==> config.mk <==
export PLATFORM = sky130hd
export DESIGN_NAME = load_store_unit
export DESIGN_NICKNAME = d
export VERILOG_FILES = /design/src/rtl/load_store_unit.sv
export SDC_FILE = /design/constraint.sdc
export NUM_CORES = 1
export LEC_CHECK = 0
export BUFFER_PORTS_ARGS = -buffer_cell sky130_fd_sc_hd__buf_2
export CAP_MARGIN = 0
export CORE_ASPECT_RATIO = 0.75
export CORE_MARGIN = 2
export CORE_UTILIZATION = 45
export DETAILED_ROUTE_END_ITERATION = 10
export PLACE_DENSITY = 0.81
export SYNTH_ARGS = -nofsm -noshare
export SYNTH_HDL_FRONTEND = slang
export SYNTH_SLANG_ARGS = --single-unit
==> constraint.sdc <==
create_clock -name clk -period 3.67 [get_ports clk]
set_clock_uncertainty 0.1 [all_clocks]
set_input_delay 0.367 -clock clk [delete_from_list [all_inputs] [get_ports clk]]
set_output_delay 0.367 -clock clk [all_outputs]
set_load 0.01 [all_outputs]
==> src/rtl/load_store_unit.sv <==
// Load/store unit: turns one MEM-stage request into word accesses on the data memory port.
// Sub-word stores use read-modify-write; loads are sign/zero extended; faults never reach memory.
module load_store_unit #(
  parameter int unsigned MEM_WORDS = 1024
) (
  input  logic        clk,
  input  logic        rst_n,
  input  logic        req_valid,
  output logic        req_ready,
  input  logic        req_we,
  input  logic [1:0]  req_size,
  input  logic        req_unsigned,
  input  logic [31:0] req_addr,
  input  logic [31:0] req_wdata,
  output logic        resp_valid,
  input  logic        resp_ready,
  output logic [31:0] resp_rdata,
  output logic        resp_misaligned,
  output logic        resp_oob,
  output logic        mem_rd,
  output logic        mem_wr,
  output logic [31:0] mem_addr,
  output logic [31:0] mem_wdata,
  input  logic [31:0] mem_rdata
);

  typedef enum logic [2:0] {
    StIdle, StLoad, StStore, StRmwRd, StRmwWr, StResp
  } state_e;

  state_e      state_q, state_d;
  logic [31:0] addr_q;
  logic [1:0]  size_q;
  logic        unsigned_q;
  logic [31:0] wdata_q;
  logic [31:0] old_q;
  logic [31:0] rdata_q;
  logic        mis_q;
  logic        oob_q;

  logic        req_mis;
  logic        req_oob;
  logic [4:0]  shift;
  logic [31:0] lane;
  logic [31:0] load_ext;
  logic [31:0] mask;
  logic [31:0] merged;

  always_comb begin
    req_mis = (req_size == 2'b11) ||
              (req_size == 2'b01 && req_addr[0]) ||
              (req_size == 2'b10 && req_addr[1:0] != 2'b00);
    req_oob = {2'b00, req_addr[31:2]} >= MEM_WORDS;
  end

  // Lane extraction and merge work on the registered request only.
  always_comb begin
    shift = {addr_q[1:0], 3'b000};
    lane  = mem_rdata >> shift;
    unique case (size_q)
      2'b00:   load_ext = unsigned_q ? {24'h0, lane[7:0]} : {{24{lane[7]}}, lane[7:0]};
      2'b01:   load_ext = unsigned_q ? {16'h0, lane[15:0]} : {{16{lane[15]}}, lane[15:0]};
      default: load_ext = lane;
    endcase
    mask   = ((size_q == 2'b00) ? 32'h0000_00ff : 32'h0000_ffff) << shift;
    merged = (old_q & ~mask) | ((wdata_q << shift) & mask);
  end

  always_comb begin
    state_d = state_q;
    unique case (state_q)
      StIdle: begin
        if (req_valid) begin
          if (req_mis || req_oob)    state_d = StResp;
          else if (!req_we)          state_d = StLoad;
          else if (req_size == 2'b10) state_d = StStore;
          else                       state_d = StRmwRd;
        end
      end
      StLoad:  state_d = StResp;
      StStore: state_d = StResp;
      StRmwRd: state_d = StRmwWr;
      StRmwWr: state_d = StResp;
      StResp:  if (resp_ready) state_d = StIdle;
      default: state_d = StIdle;
    endcase
  end

  always_ff @(posedge clk or negedge rst_n) begin
    if (!rst_n) begin
      state_q    <= StIdle;
      addr_q     <= '0;
      size_q     <= '0;
      unsigned_q <= 1'b0;
      wdata_q    <= '0;
      old_q      <= '0;
      rdata_q    <= '0;
      mis_q      <= 1'b0;
      oob_q      <= 1'b0;
    end else begin
      state_q <= state_d;
      unique case (state_q)
        StIdle: begin
          if (req_valid) begin
            addr_q     <= req_addr;
            size_q     <= req_size;
            unsigned_q <= req_unsigned;
            wdata_q    <= req_wdata;
            mis_q      <= req_mis;
            oob_q      <= req_oob;
            rdata_q    <= '0;
          end
        end
        StLoad:  rdata_q <= load_ext;
        StRmwRd: old_q   <= mem_rdata;
        default: ;
      endcase
    end
  end

  // Outputs decode from state so an asynchronous reset drops strobes at once.
  always_comb begin
    req_ready       = rst_n && (state_q == StIdle);
    resp_valid      = (state_q == StResp);
    resp_rdata      = rdata_q;
    resp_misaligned = mis_q;
    resp_oob        = oob_q;
    mem_rd          = (state_q == StLoad) || (state_q == StRmwRd);
    mem_wr          = (state_q == StStore) || (state_q == StRmwWr);
    mem_addr        = (state_q == StIdle) ? 32'h0 : {addr_q[31:2], 2'b00};
    mem_wdata       = 32'h0;
    if (state_q == StStore)      mem_wdata = wdata_q;
    else if (state_q == StRmwWr) mem_wdata = merged;
  end

endmodule

==> Flow_metrics.wiki, run 1 <==
{| class="wikitable"
! Metric !! Value
|-
| Minimum clock period after layout || 3230 ps
|-
| Share of the clock period used by the worst path || 0.881
|-
| Area of the die || 16,200 um2
|-
| Post-CTS setup-driven buffer insertion count || 0
|-
| Required time of the worst setup path || 3200 ps
|-
| Fraction of the yosys area taken by sequential cells || 0.499
|-
| Residual DRC count || 0
|-
| HPWL Detailed || 15.0 mm
|-
| Post-synth top area share || 0.499
|-
| Stage delay of the slowest cell on the critical path || 760 ps
|-
| Setup-failing EPs final || 0
|-
| Worst-case vdd ir drop || 0.000399 V
|-
| Slew margin rel. || 0.300
|-
| Count of nets left with antenna violations after detail routing || 0
|-
| Post-layout net count || 1,018
|-
| Most used DFF post-synth || sky130_fd_sc_hd__dfrtp_1
|-
| Sort of element at the end of the critical path || primary output
|-
| Die outline width || 146 um
|-
| Count of port buffers added during placement || 203
|-
| Clk buf depth || 2
|-
| Max-cap violations || 0
|-
| Vias in the first global route || 5,722
|-
| CTS Buf Count || 17
|-
| Core ar. || 14,600 um2
|-
| Pre-Repair DR Iteration Count || 6
|-
| Area growth from synthesis to layout || 24.7%
|-
| Detailed router's first-iteration violation count || 563
|-
| Least-Margin Pin Slew || 1050 ps
|-
| Cell family with most CP delay || compound AO/OA/AOI/OAI gates
|-
| EDFF count, synth || 0
|-
| H-Tree Level Count || 4
|-
| Final WL || 20.3 mm
|-
| CP Max Fanout || 27
|-
| Initial core utilization || 0.466
|-
| CTS hold repair buffers || 1
|-
| Data arrival time at the worst-slack endpoint || 2770 ps
|-
| Buffer type at the clock tree root || sky130_fd_sc_hd__clkbuf_16
|-
| Hold slack final || 35.7 ps
|-
| Synthesized netlist cell count || 735
|-
| Worst-Skew Late Latency || 410 ps
|-
| Result of the run || complete, no violations
|-
| Number of antenna violations at the first check in global routing || 0
|-
| Number of primary I/O pins || 206
|-
| Class of the tightest hold or removal check || in -> reg
|-
| Aggregate global routing overflow || 0
|-
| Syn avg cell area || 9.28 um2
|-
| Largest cells by area after synthesis || sky130_fd_sc_hd__dfrtp_1 50%, sky130_fd_sc_hd__nand2_1 13%, sky130_fd_sc_hd__mux2_2 6.6%, sky130_fd_sc_hd__mux2i_1 3.7%, sky130_fd_sc_hd__and2_1 3.6%
|-
| Worst Path Buf+Inv || 1
|-
| Power density cells || 783 nW/um2
|-
| Detailed-route wire length per cell || 18.0 um
|-
| CP cell instances || or3b_1 -> o31ai_4 -> a22o_1 -> buf_2
|-
| Wire length of the first global-routing pass || 31.9 mm
|-
| Via count || 6,145
|-
| CTS tree || done
|-
| Overall Global Routing Usage || 0.254
|-
| Fraction of final layout cells with drive strength greater than 1 || 0.324
|-
| Seq cells post-synth || 136
|-
| Category of the worst setup path launch point || register
|-
| Type of the worst setup path || reg -> out
|-
| Maximum number of pins on one net before global-route repair || 63
|-
| Placer Congestion || 0.941
|-
| Static leakage power || 4.30 nW
|-
| Cell Rows || 38
|-
| Number of warnings reported in the yosys synthesis log || 0
|-
| Max-slew violation total from the final report || 0
|-
| Post-synthesis instance area || 6820 um2
|-
| Clk pin slew, worst setup/hold paths || 60 ps
|-
| Unrepaired setup endpoints after global routing || no
|-
| Biggest area consumer among synthesized cells || sky130_fd_sc_hd__dfrtp_1
|-
| Total of cells resized after clock tree synthesis || 0
|-
| Clock sink total || 136
|-
| F_max || 309 MHz
|-
| Height of the chip || 111 um
|-
| Worst-path cell with the longest stage delay || sky130_fd_sc_hd__or3b_1
|-
| Final setup TNS || 0 ps
|-
| Count of cell types in the netlist || 50
|-
| Final hold violation count || 0
|-
| Per-cell via count in the routed design || 5.45
|-
| Share of flip-flops with an asynchronous set or reset || 1.00
|}
## cell type report
| type | count | area, um2 |
|---|---|---|
| Antenna cell | 1 | 2.50 |
| Clock buffer | 19 | 433 |
| Clock inverter | 13 | 149 |
| Fill cell | 1298 | 6140 |
| Inverter | 1 | 3.75 |
| Multi-Input combinational cell | 544 | 3150 |
| Sequential cell | 136 | 3400 |
| Tap cell | 200 | 250 |
| Timing Repair Buffer | 214 | 1110 |
## flip-flops by register name, summed over array words and instances (netlist names)
signal,count
addr_q,32
old_q,32
resp_rdata,32
wdata_q,32
state_q,3
size_q,2
resp_misaligned,1
resp_oob,1
unsigned_q,1
## synthesized netlist by cell type, types with 4 or more instances
cell                       instances
sky130_fd_sc_hd__nand2_1         234
sky130_fd_sc_hd__a22o_1            8
sky130_fd_sc_hd__nor2_1           30
sky130_fd_sc_hd__mux2i_1          25
sky130_fd_sc_hd__mux2_2           40
sky130_fd_sc_hd__clkbuf_1         28
sky130_fd_sc_hd__a221o_1          17
sky130_fd_sc_hd__o31ai_1           7
sky130_fd_sc_hd__a21oi_1          23
sky130_fd_sc_hd__dfrtp_1         136
sky130_fd_sc_hd__nor4_1            4
sky130_fd_sc_hd__o32a_1            8
sky130_fd_sc_hd__o21ai_0          48
sky130_fd_sc_hd__and2_1           39
sky130_fd_sc_hd__nand3_1          16
sky130_fd_sc_hd__nand3b_1          8
sky130_fd_sc_hd__buf_2            20
## cell families after synthesis
kind of cell | count (synthesis) | share of synthesized area
AO/OA/AOI/OAI | 122 | 0.122
buffers and inverters | 56 | 0.0394
flip-flops | 136 | 0.499
multiplexers | 67 | 0.108
other | 1 | 0.000550
AND/OR/NAND/NOR | 353 | 0.231
## per-stage QoR
| step | worst slack (ps) | area [um2] | util | cells | power, mW |
|---|---|---|---|---|---|
| after global routing | 330 | 8500 | 0.581 | 1127 | 7.09 |
| final | 436 | 8500 | 0.581 | 1128 | 6.66 |
| after floorplan | 1590 | 6820 | - | 736 | 4.04 |
| after CTS | 518 | 8500 | 0.581 | 1127 | 6.67 |
| after detailed placement | 971 | 7910 | 0.540 | 1094 | 4.98 |
| after global placement | 1020 | 7910 | 0.540 | 1094 | 4.91 |
## layout by cell type (no fill, tap or decap), types with 2 or more instances in the layout
master                       synthesis  final
sky130_fd_sc_hd__buf_2              20    202
sky130_fd_sc_hd__a21oi_1            23     23
sky130_fd_sc_hd__clkbuf_1           28      2
sky130_fd_sc_hd__o21ai_1             2      2
sky130_fd_sc_hd__o31ai_1             7      7
sky130_fd_sc_hd__clkinv_4            0      6
sky130_fd_sc_hd__nand3_1            16     16
sky130_fd_sc_hd__nor3_1              3      3
sky130_fd_sc_hd__nand2_1           234    233
sky130_fd_sc_hd__a22o_1              8      8
sky130_fd_sc_hd__conb_1              1      2
sky130_fd_sc_hd__nor2_1             30     30
sky130_fd_sc_hd__clkinvlp_4          0      3
sky130_fd_sc_hd__and2_1             39     38
sky130_fd_sc_hd__nor3_2              2      2
sky130_fd_sc_hd__bufinv_16           0      2
sky130_fd_sc_hd__nor4_1              4      4
sky130_fd_sc_hd__clkbuf_16           0     17
sky130_fd_sc_hd__buf_4               3     10
sky130_fd_sc_hd__dfrtp_1           136    135
sky130_fd_sc_hd__mux2i_1            25     25
sky130_fd_sc_hd__mux2_2             40     40
sky130_fd_sc_hd__nor3b_2             3      3
sky130_fd_sc_hd__nand2b_1            2      2
sky130_fd_sc_hd__o21ai_0            48     48
sky130_fd_sc_hd__o32a_1              8      8
sky130_fd_sc_hd__nand3b_1            8      8
sky130_fd_sc_hd__a221o_1            17     17
## path summary, 6_finish.rpt
check | startpoint | cells past startpoint | slack [ps] | to
worst min register to register | addr_q[30] | 2 | 360 | addr_q[30]
worst min-delay path | req_wdata[26] | 3 | 40 | wdata_q[26]
worst max register to register | state_q[2] | 4 | 1250 | resp_rdata[21]
worst max-delay path | state_q[2] | 4 | 440 | mem_wdata[0]
max in group asynchronous | rst_n | 3 | 2000 | addr_q[0]
min in group asynchronous | rst_n | 2 | 330 | old_q[10]
## tightest hold or removal path, delay by kind of cell
family	cells	cell delay, ps
buf+inv	1	70
simple gates	2	90
## report_power, final
group	total (mW)	switching [mW]	leakage, nW	internal [mW]
logic	2.50	1.41	2.35	1.09
registers	2.49	0.468	1.68	2.02
clock network	1.67	0.664	0.274	1.01
total	6.66	2.54	4.30	4.12
## layer usage
metal  track usage  vias up  share of wire
met1         0.382     2938           0.45
met2         0.363      321           0.43
li1              -     2874              -
met4        0.0524        0         0.0068
met3        0.0752       12           0.11
met5             0        -              0
Note: power is estimated with default switching activity, not from simulation.
==> run 2: changes to the inputs <==
- RECOVER_POWER: default -> 100
==> run 2 against run 1 <==
  * The run now ends with capacitance limit, slew limit left
  * Via count rose by 0.13%
  * Cell area is 1.4% lower
  * Register-to-register slack got worse by 680 ps
  * Utilization down 0.84 points
  * Die area unchanged
  * First-iteration DRC count shrank 5.2%
  * Global-route usage unchanged
  * Sequential share of layout area grew 0.57 points
  * Maximum frequency shrank 2.2%
  * Count of clock-buffer cells in the layout is the same
  * Largest cell class unchanged
  * Largest power group is now registers
==> Flow_metrics.wiki, run 2 (synthesis results as in run 1) <==
{| class="wikitable"
! Metric !! Value
|-
| Finished layout cell area || 8380 um2 (was 8500 um2)
|-
| Post-layout net count || 1,018 (unchanged)
|-
| Number of primary I/O pins || 206 (unchanged)
|-
| CTS tree || done (unchanged)
|-
| Power density cells || 783 nW/um2 (about the same)
|-
| Slew margin rel. || -0.428 (was 0.300)
|-
| Detail Route met2 WL || 8.62 mm (was 8.68 mm)
|-
| Total of cells resized after clock tree synthesis || 0 (unchanged)
|-
| Vias in the first global route || 5,722 (unchanged)
|-
| Fraction of final layout cells with drive strength greater than 1 || 0.238 (was 0.324)
|-
| Unrepaired setup endpoints after global routing || no (unchanged)
|-
| Overall Global Routing Usage || 0.254 (unchanged)
|-
| Residual DRC count || 0 (unchanged)
|-
| Area of the die || 16,200 um2 (unchanged)
|-
| Clk pin slew, worst setup/hold paths || 60 ps (about the same)
|-
| Via count || 6,153 (was 6,145)
|-
| Cell count after placement || 1,094 (unchanged)
|-
| Wire length of the first global-routing pass || 31.9 mm (unchanged)
|-
| Share of the clock period used by the worst path || 0.901 (was 0.881)
|-
| Cell depth of the worst flop-to-flop path || 5 (was 4)
|-
| Buffer type at the clock tree root || sky130_fd_sc_hd__clkbuf_16 (unchanged)
|-
| Sort of element at the end of the critical path || primary output (unchanged)
|-
| Required time of the worst setup path || 3200 ps (about the same)
|-
| Per-cell via count in the routed design || 5.45 (about the same)
|-
| Pre-Repair DR Iteration Count || 8 (was 6)
|-
| Flop2flop setup slack || 570 ps (was 1250 ps)
|-
| Hold slack final || 34.6 ps (was 35.7 ps)
|-
| Top routing layer in use || met4 (unchanged)
|-
| HPWL Detailed || 15.0 mm (unchanged)
|-
| Core ar. || 14,600 um2 (unchanged)
|-
| Area growth from synthesis to layout || 22.9% (was 24.7%)
|-
| Initial core utilization || 0.466 (unchanged)
|-
| Fill cell instance count of the final layout || 1,346 (was 1,298)
|-
| Post-CTS setup-driven buffer insertion count || 0 (unchanged)
|-
| Commonest non-fill, non-tap cells in the layout || 234 x sky130_fd_sc_hd__nand2_1, 136 x sky130_fd_sc_hd__dfrtp_1, 130 x sky130_fd_sc_hd__buf_2, 77 x sky130_fd_sc_hd__clkbuf_1, 50 x sky130_fd_sc_hd__o21ai_0 (was 233 x sky130_fd_sc_hd__nand2_1, 202 x sky130_fd_sc_hd__buf_2, 135 x sky130_fd_sc_hd__dfrtp_1, 48 x sky130_fd_sc_hd__o21ai_0, 40 x sky130_fd_sc_hd__mux2_2)
|-
| Least-Margin Pin Slew || 2140 ps (was 1050 ps)
|-
| Result of the run || complete, but fails checks (was complete, no violations)
|-
| Worst-case vdd ir drop || 0.000398 V (was 0.000399 V)
|-
| Final Instance Count excl. Fillers || 1,128 (unchanged)
|-
| Crit path capture || mem_wdata[12] (was mem_wdata[0])
|-
| RR Startpoint || state_q[2] (unchanged)
|-
| Count of port buffers added during placement || 203 (unchanged)
|-
| Max-cap violations || 3 (was 0)
|-
| Overall power of the completed layout || 6.56 mW (was 6.66 mW)
|-
| Placer Congestion || 0.941 (unchanged)
|-
| Die outline width || 146 um (unchanged)
|-
| Final setup TNS || 0 ps (unchanged)
|-
| Commonest non-fill, non-tap cell in the layout || sky130_fd_sc_hd__nand2_1 (unchanged)
|-
| Class of the tightest hold or removal check || in -> reg (unchanged)
|-
| Clk buf depth || 2 (unchanged)
|-
| Worst slack at placement || 971 ps (unchanged)
|-
| Clock sink total || 136 (unchanged)
|-
| CTS hold repair buffers || 1 (unchanged)
|-
| F_max || 302 MHz (was 309 MHz)
|-
| Detailed router's first-iteration violation count || 534 (was 563)
|-
| Final hold violation count || 0 (unchanged)
|-
| Aggregate global routing overflow || 0 (unchanged)
|-
| End-of-flow core utilization || 0.572 (was 0.581)
|-
| Static leakage power || 4.01 nW (was 4.30 nW)
|-
| Max-slew violation total from the final report || 139 (was 0)
|-
| CTS Buf Count || 17 (unchanged)
|-
| Height of the chip || 111 um (unchanged)
|-
| H-Tree Level Count || 4 (unchanged)
|-
| Final WL || 20.4 mm (was 20.3 mm)
|-
| Launch instance of the worst min-delay path || req_wdata[26] (unchanged)
|-
| Total routed wire length on the met1 layer || 9.24 mm (was 9.21 mm)
|-
| Category of the worst setup path launch point || register (unchanged)
|-
| Minimum clock period after layout || 3310 ps (was 3230 ps)
|-
| Combined flip-flop and latch cell area || 3400 um2 (about the same)
|-
| Launching instance or port of the critical path || addr_q[1] (was state_q[2])
|-
| Multi-input gate area || 3140 um2 (was 3150 um2)
|-
| Detail Route met3 WL || 2.33 mm (was 2.27 mm)
|-
| Number of antenna violations at the first check in global routing || 0 (unchanged)
|-
| Reg-to-Reg End || wdata_q[27] (was resp_rdata[21])
|-
| CP Max Fanout || 37 (was 27)
|-
| Type of the worst setup path || reg -> out (unchanged)
|-
| Count of nets left with antenna violations after detail routing || 0 (unchanged)
|-
| Placed Area || 7910 um2 (unchanged)
|-
| Cell Rows || 38 (unchanged)
|-
| Setup-failing EPs final || 0 (unchanged)
|-
| Detailed-route wire length per cell || 18.1 um (was 18.0 um)
|-
| Worst Setup Slack, final || 362 ps (was 436 ps)
|-
| Failing checks || capacitance limit, slew limit
|-
| Data arrival time at the worst-slack endpoint || 2840 ps (was 2770 ps)
|-
| Maximum number of pins on one net before global-route repair || 63 (unchanged)
|-
| Worst-Skew Late Latency || 410 ps (about the same)
|}
-- run 2: cell types whose count changed in the layout (fill, tap and decap cells not counted), sizes merged --
cell,change
buf,-78
clkbuf,+78
-- run 2: worst min path at each step --
stage | to | cells after the start
2_1_floorplan | addr_q[0] | 0
3_3_place_gp | resp_rdata[22] | 1
3_5_place_dp | old_q[16] | 1
4_1_cts | wdata_q[0] | 3
5_1_grt | wdata_q[3] | 3
6_report | wdata_q[26] | 3
-- run 2: layer usage --
metal | vias up | GRT usage
li1 | 2867 | -
met1 | 2935 | 0.382
met2 | 333 | 0.363
met3 | 18 | 0.0752
met4 | 0 | 0.0524
met5 | - | 0
-- run 2: critical path, stage by stage (launching register included) --
cell	delay (ps)
sky130_fd_sc_hd__dfrtp_1	600
sky130_fd_sc_hd__clkbuf_2	630
sky130_fd_sc_hd__nor2_1	110
sky130_fd_sc_hd__clkbuf_1	330
sky130_fd_sc_hd__and2_0	270
sky130_fd_sc_hd__o31ai_1	280
sky130_fd_sc_hd__buf_2	200
-- run 2: cell type report --
type                       count  area share
clock buffer                  19      0.0516
clock inverter                13      0.0178
antenna                        1    0.000299
timing repair buffer         214       0.119
multi-input combinational    544       0.375
tap                          200      0.0299
sequential                   136       0.406
inverter                       1    0.000448
-- run 2: power by group --
group	total [mW]	switching, mW	internal (mW)
clock	1.67	0.665	1.01
combinational	2.40	1.41	0.990
sequential	2.49	0.472	2.02
==> run 3: changes to the inputs <==
- CAP_MARGIN: 0 -> 10
- CTS_BUF_LIST: default -> sky130_fd_sc_hd__clkbuf_4 sky130_fd_sc_hd__clkbuf_8
- clock period: 3.67 -> 3.3 ns (I/O delays scaled with it)
==> run 3 against run 2 <==
  * The flow still finishes with violations (capacitance limit, slew limit)
  * Flip-flop and latch count unchanged
  * Setup slack lost 140 ps
  * Register-to-register slack worse by 340 ps
  * Total power grew 6.0%
  * Count of clock-buffer cells in the layout rose by 2
  * Cell count grew 5.9%
  * Wire length rose by 11%
  * Sequential power increased by 12%
  * Sequential share of layout area is 2.2 points lower
  * Critical endpoint is now mem_wdata[0]
==> Flow_metrics.wiki, run 3 (synthesis results as in run 1) <==
{| class="wikitable"
! Metric !! Value
|-
| Clock sink total || 136 (unchanged)
|-
| Height of the chip || 111 um (unchanged)
|-
| Area of the die || 16,200 um2 (unchanged)
|-
| Share of total power in sequential cells || 0.399 (was 0.379)
|-
| Aggregate global routing overflow || 0 (unchanged)
|-
| Category of the worst setup path launch point || register (unchanged)
|-
| Wire length of the first global-routing pass || 34.7 mm (was 31.9 mm)
|-
| Class of the tightest hold or removal check || in -> reg (unchanged)
|-
| Pre-Repair DR Iteration Count || 6 (was 8)
|-
| F_max || 325 MHz
|-
| Met2 track demand over resource || 0.426 (was 0.363)
|-
| Type of the worst setup path || reg -> out (unchanged)
|-
| RR Startpoint || state_q[2] (unchanged)
|-
| Unrepaired setup endpoints after global routing || no (unchanged)
|-
| Share of the clock period used by the worst path || 0.932
|-
| Minimum clock period after layout || 3080 ps
|-
| Fill cell instance count of the final layout || 1,253 (was 1,346)
|-
| CTS tree || done (unchanged)
|-
| Internal Power || 4.12 mW (was 4.01 mW)
|-
| Layer with the highest usage after global routing || met2 (was met1)
|-
| CTS Buf Count || 17 (unchanged)
|-
| Data arrival time at the worst-slack endpoint || 2650 ps (was 2840 ps)
|-
| Die outline width || 146 um (unchanged)
|-
| Final setup TNS || 0 ps (unchanged)
|-
| Global Route met3 Usage || 0.0893 (was 0.0752)
|-
| Fraction of final layout cells with drive strength greater than 1 || 0.212 (was 0.238)
|-
| Post-layout net count || 1,085 (was 1,018)
|-
| Max-slew violation total from the final report || 34 (was 139)
|-
| Count of nets left with antenna violations after detail routing || 0 (unchanged)
|-
| Placed Area || 7930 um2 (was 7910 um2)
|-
| Flop2flop setup slack || 230 ps (was 570 ps)
|-
| Per-cell via count in the routed design || 5.51 (was 5.45)
|-
| H-Tree Level Count || 4 (unchanged)
|-
| End-of-flow core utilization || 0.605 (was 0.572)
|-
| HPWL Detailed || 15.2 mm (was 15.0 mm)
|-
| Failing checks || capacitance limit, slew limit (unchanged)
|-
| Core ar. || 14,600 um2 (unchanged)
|-
| Combinational group share of total power || 0.400 (was 0.366)
|-
| Met1 routing resource usage after global routing || 0.380 (was 0.382)
|-
| Initial core utilization || 0.466 (unchanged)
|-
| Detailed router's first-iteration violation count || 594 (was 534)
|-
| Clk pin slew, worst setup/hold paths || 80 ps (was 60 ps)
|-
| Worst-case vdd ir drop || 0.000514 V (was 0.000398 V)
|-
| Finished layout cell area || 8860 um2 (was 8380 um2)
|-
| Area growth from synthesis to layout || 30.0% (was 22.9%)
|-
| Worst-Skew Late Latency || 440 ps (was 410 ps)
|-
| Hold slack final || 36.8 ps (was 34.6 ps)
|-
| Number of antenna violations at the first check in global routing || 1 (was 0)
|-
| Reg-to-Reg End || resp_rdata[21] (was wdata_q[27])
|-
| Clk buf depth || 2 (unchanged)
|-
| Commonest non-fill, non-tap cells in the layout || 234 x sky130_fd_sc_hd__nand2_1, 135 x sky130_fd_sc_hd__dfrtp_1, 120 x sky130_fd_sc_hd__buf_2, 83 x sky130_fd_sc_hd__clkbuf_1, 67 x sky130_fd_sc_hd__dlygate4sd3_1 (was 234 x sky130_fd_sc_hd__nand2_1, 136 x sky130_fd_sc_hd__dfrtp_1, 130 x sky130_fd_sc_hd__buf_2, 77 x sky130_fd_sc_hd__clkbuf_1, 50 x sky130_fd_sc_hd__o21ai_0)
|-
| Final hold violation count || 0 (unchanged)
|-
| Static leakage power || 4.18 nW (was 4.01 nW)
|-
| Required time of the worst setup path || 2870 ps (was 3200 ps)
|-
| Sort of element at the end of the critical path || primary output (unchanged)
|-
| Switching power share of the total || 0.408 (was 0.388)
|-
| Overall power of the completed layout || 6.96 mW (was 6.56 mW)
|-
| Final WL || 22.6 mm (was 20.4 mm)
|-
| Max-cap violations || 1 (was 3)
|-
| Maximum number of pins on one net before global-route repair || 99 (was 63)
|-
| CP Max Fanout || 26 (was 37)
|-
| Buffer type at the clock tree root || sky130_fd_sc_hd__clkbuf_8 (was sky130_fd_sc_hd__clkbuf_16)
|-
| Slew margin rel. || -0.211 (was -0.428)
|-
| Launch instance of the worst min-delay path || mem_rdata[5] (was req_wdata[26])
|-
| Vias in the first global route || 6,355 (was 5,722)
|-
| Commonest non-fill, non-tap cell in the layout || sky130_fd_sc_hd__nand2_1 (unchanged)
|-
| Worst hold path endpoint || old_q[5] (was wdata_q[26])
|-
| Setup-failing EPs final || 0 (unchanged)
|-
| Power density cells || 785 nW/um2 (was 783 nW/um2)
|-
| Placer Congestion || 0.918 (was 0.941)
|-
| Detailed-route wire length per cell || 18.9 um (was 18.1 um)
|-
| Via count || 6,588 (was 6,153)
|-
| Count of port buffers added during placement || 203 (unchanged)
|-
| Residual DRC count || 0 (unchanged)
|-
| Clock share of power || 0.201 (was 0.255)
|-
| Cell depth of the worst flop-to-flop path || 5 (unchanged)
|-
| Cell Rows || 38 (unchanged)
|-
| Power spent charging and discharging nets || 2.84 mW (was 2.55 mW)
|-
| Overall Global Routing Usage || 0.279 (was 0.254)
|-
| Cell depth of the worst hold path || 2 (was 3)
|-
| Number of primary I/O pins || 206 (unchanged)
|-
| Result of the run || complete, but fails checks (unchanged)
|-
| Least-Margin Pin Slew || 1820 ps (was 2140 ps)
|}
[run 3: worst max-delay path: stages (launching register included)]
cell	delay, ps
sky130_fd_sc_hd__dfrtp_1	530
sky130_fd_sc_hd__or3b_1	450
sky130_fd_sc_hd__buf_4	240
sky130_fd_sc_hd__nor2_2	530
sky130_fd_sc_hd__a22o_1	270
sky130_fd_sc_hd__clkbuf_1	180
[run 3: layout make-up]
type	count	area, um2	area share
antenna	1	2.50	0.000282
inverter	1	3.75	0.000423
timing repair buffer	281	1670	0.188
multi-input combinational	544	3140	0.354
sequential	136	3400	0.384
clock buffer	21	277	0.0312
clock inverter	11	124	0.0140
tap	200	250	0.0282
[run 3: worst max path at each step]
stage / cells after the start / slack, ps / end / startpoint
2_1_floorplan: 5 / 1250 / mem_wdata[13] / state_q[1]
3_3_place_gp: 5 / 860 / mem_wdata[7] / state_q[2]
3_5_place_dp: 4 / 830 / mem_wdata[28] / addr_q[0]
4_1_cts: 4 / 330 / mem_wdata[28] / addr_q[0]
5_1_grt: 4 / 70 / mem_wdata[28] / addr_q[0]
6_report: 5 / 220 / mem_wdata[0] / state_q[2]
[run 3: power by group through the flow]
stage,registers (mW),clock network (mW),logic (mW)
2_1_floorplan,2.62,0,1.87
3_3_place_gp,2.75,0,2.72
3_5_place_dp,2.76,0,2.80
4_1_cts,2.74,1.42,2.87
5_1_grt,2.84,1.49,3.07
6_report,2.78,1.40,2.78
[run 3: stage by stage]
stage,setup slack [ps],std cells
floorplan,1250,736
global placement,856,1095
detailed placement,826,1095
CTS,328,1194
global route,74.2,1195
finish,224,1195
[run 3: repair_timing]
action	4_1_cts	5_1_grt
hold endpoints to repair	104	0
hold buffers	67	0
buffers inserted	0	0
gates resized for setup	0	0
[run 3: metal layers]
metal,vias up,wire length [um]
met1,3153,9560
met2,397,9920
li1,2990,-
met4,0,502
met3,48,2610
met5,-,0
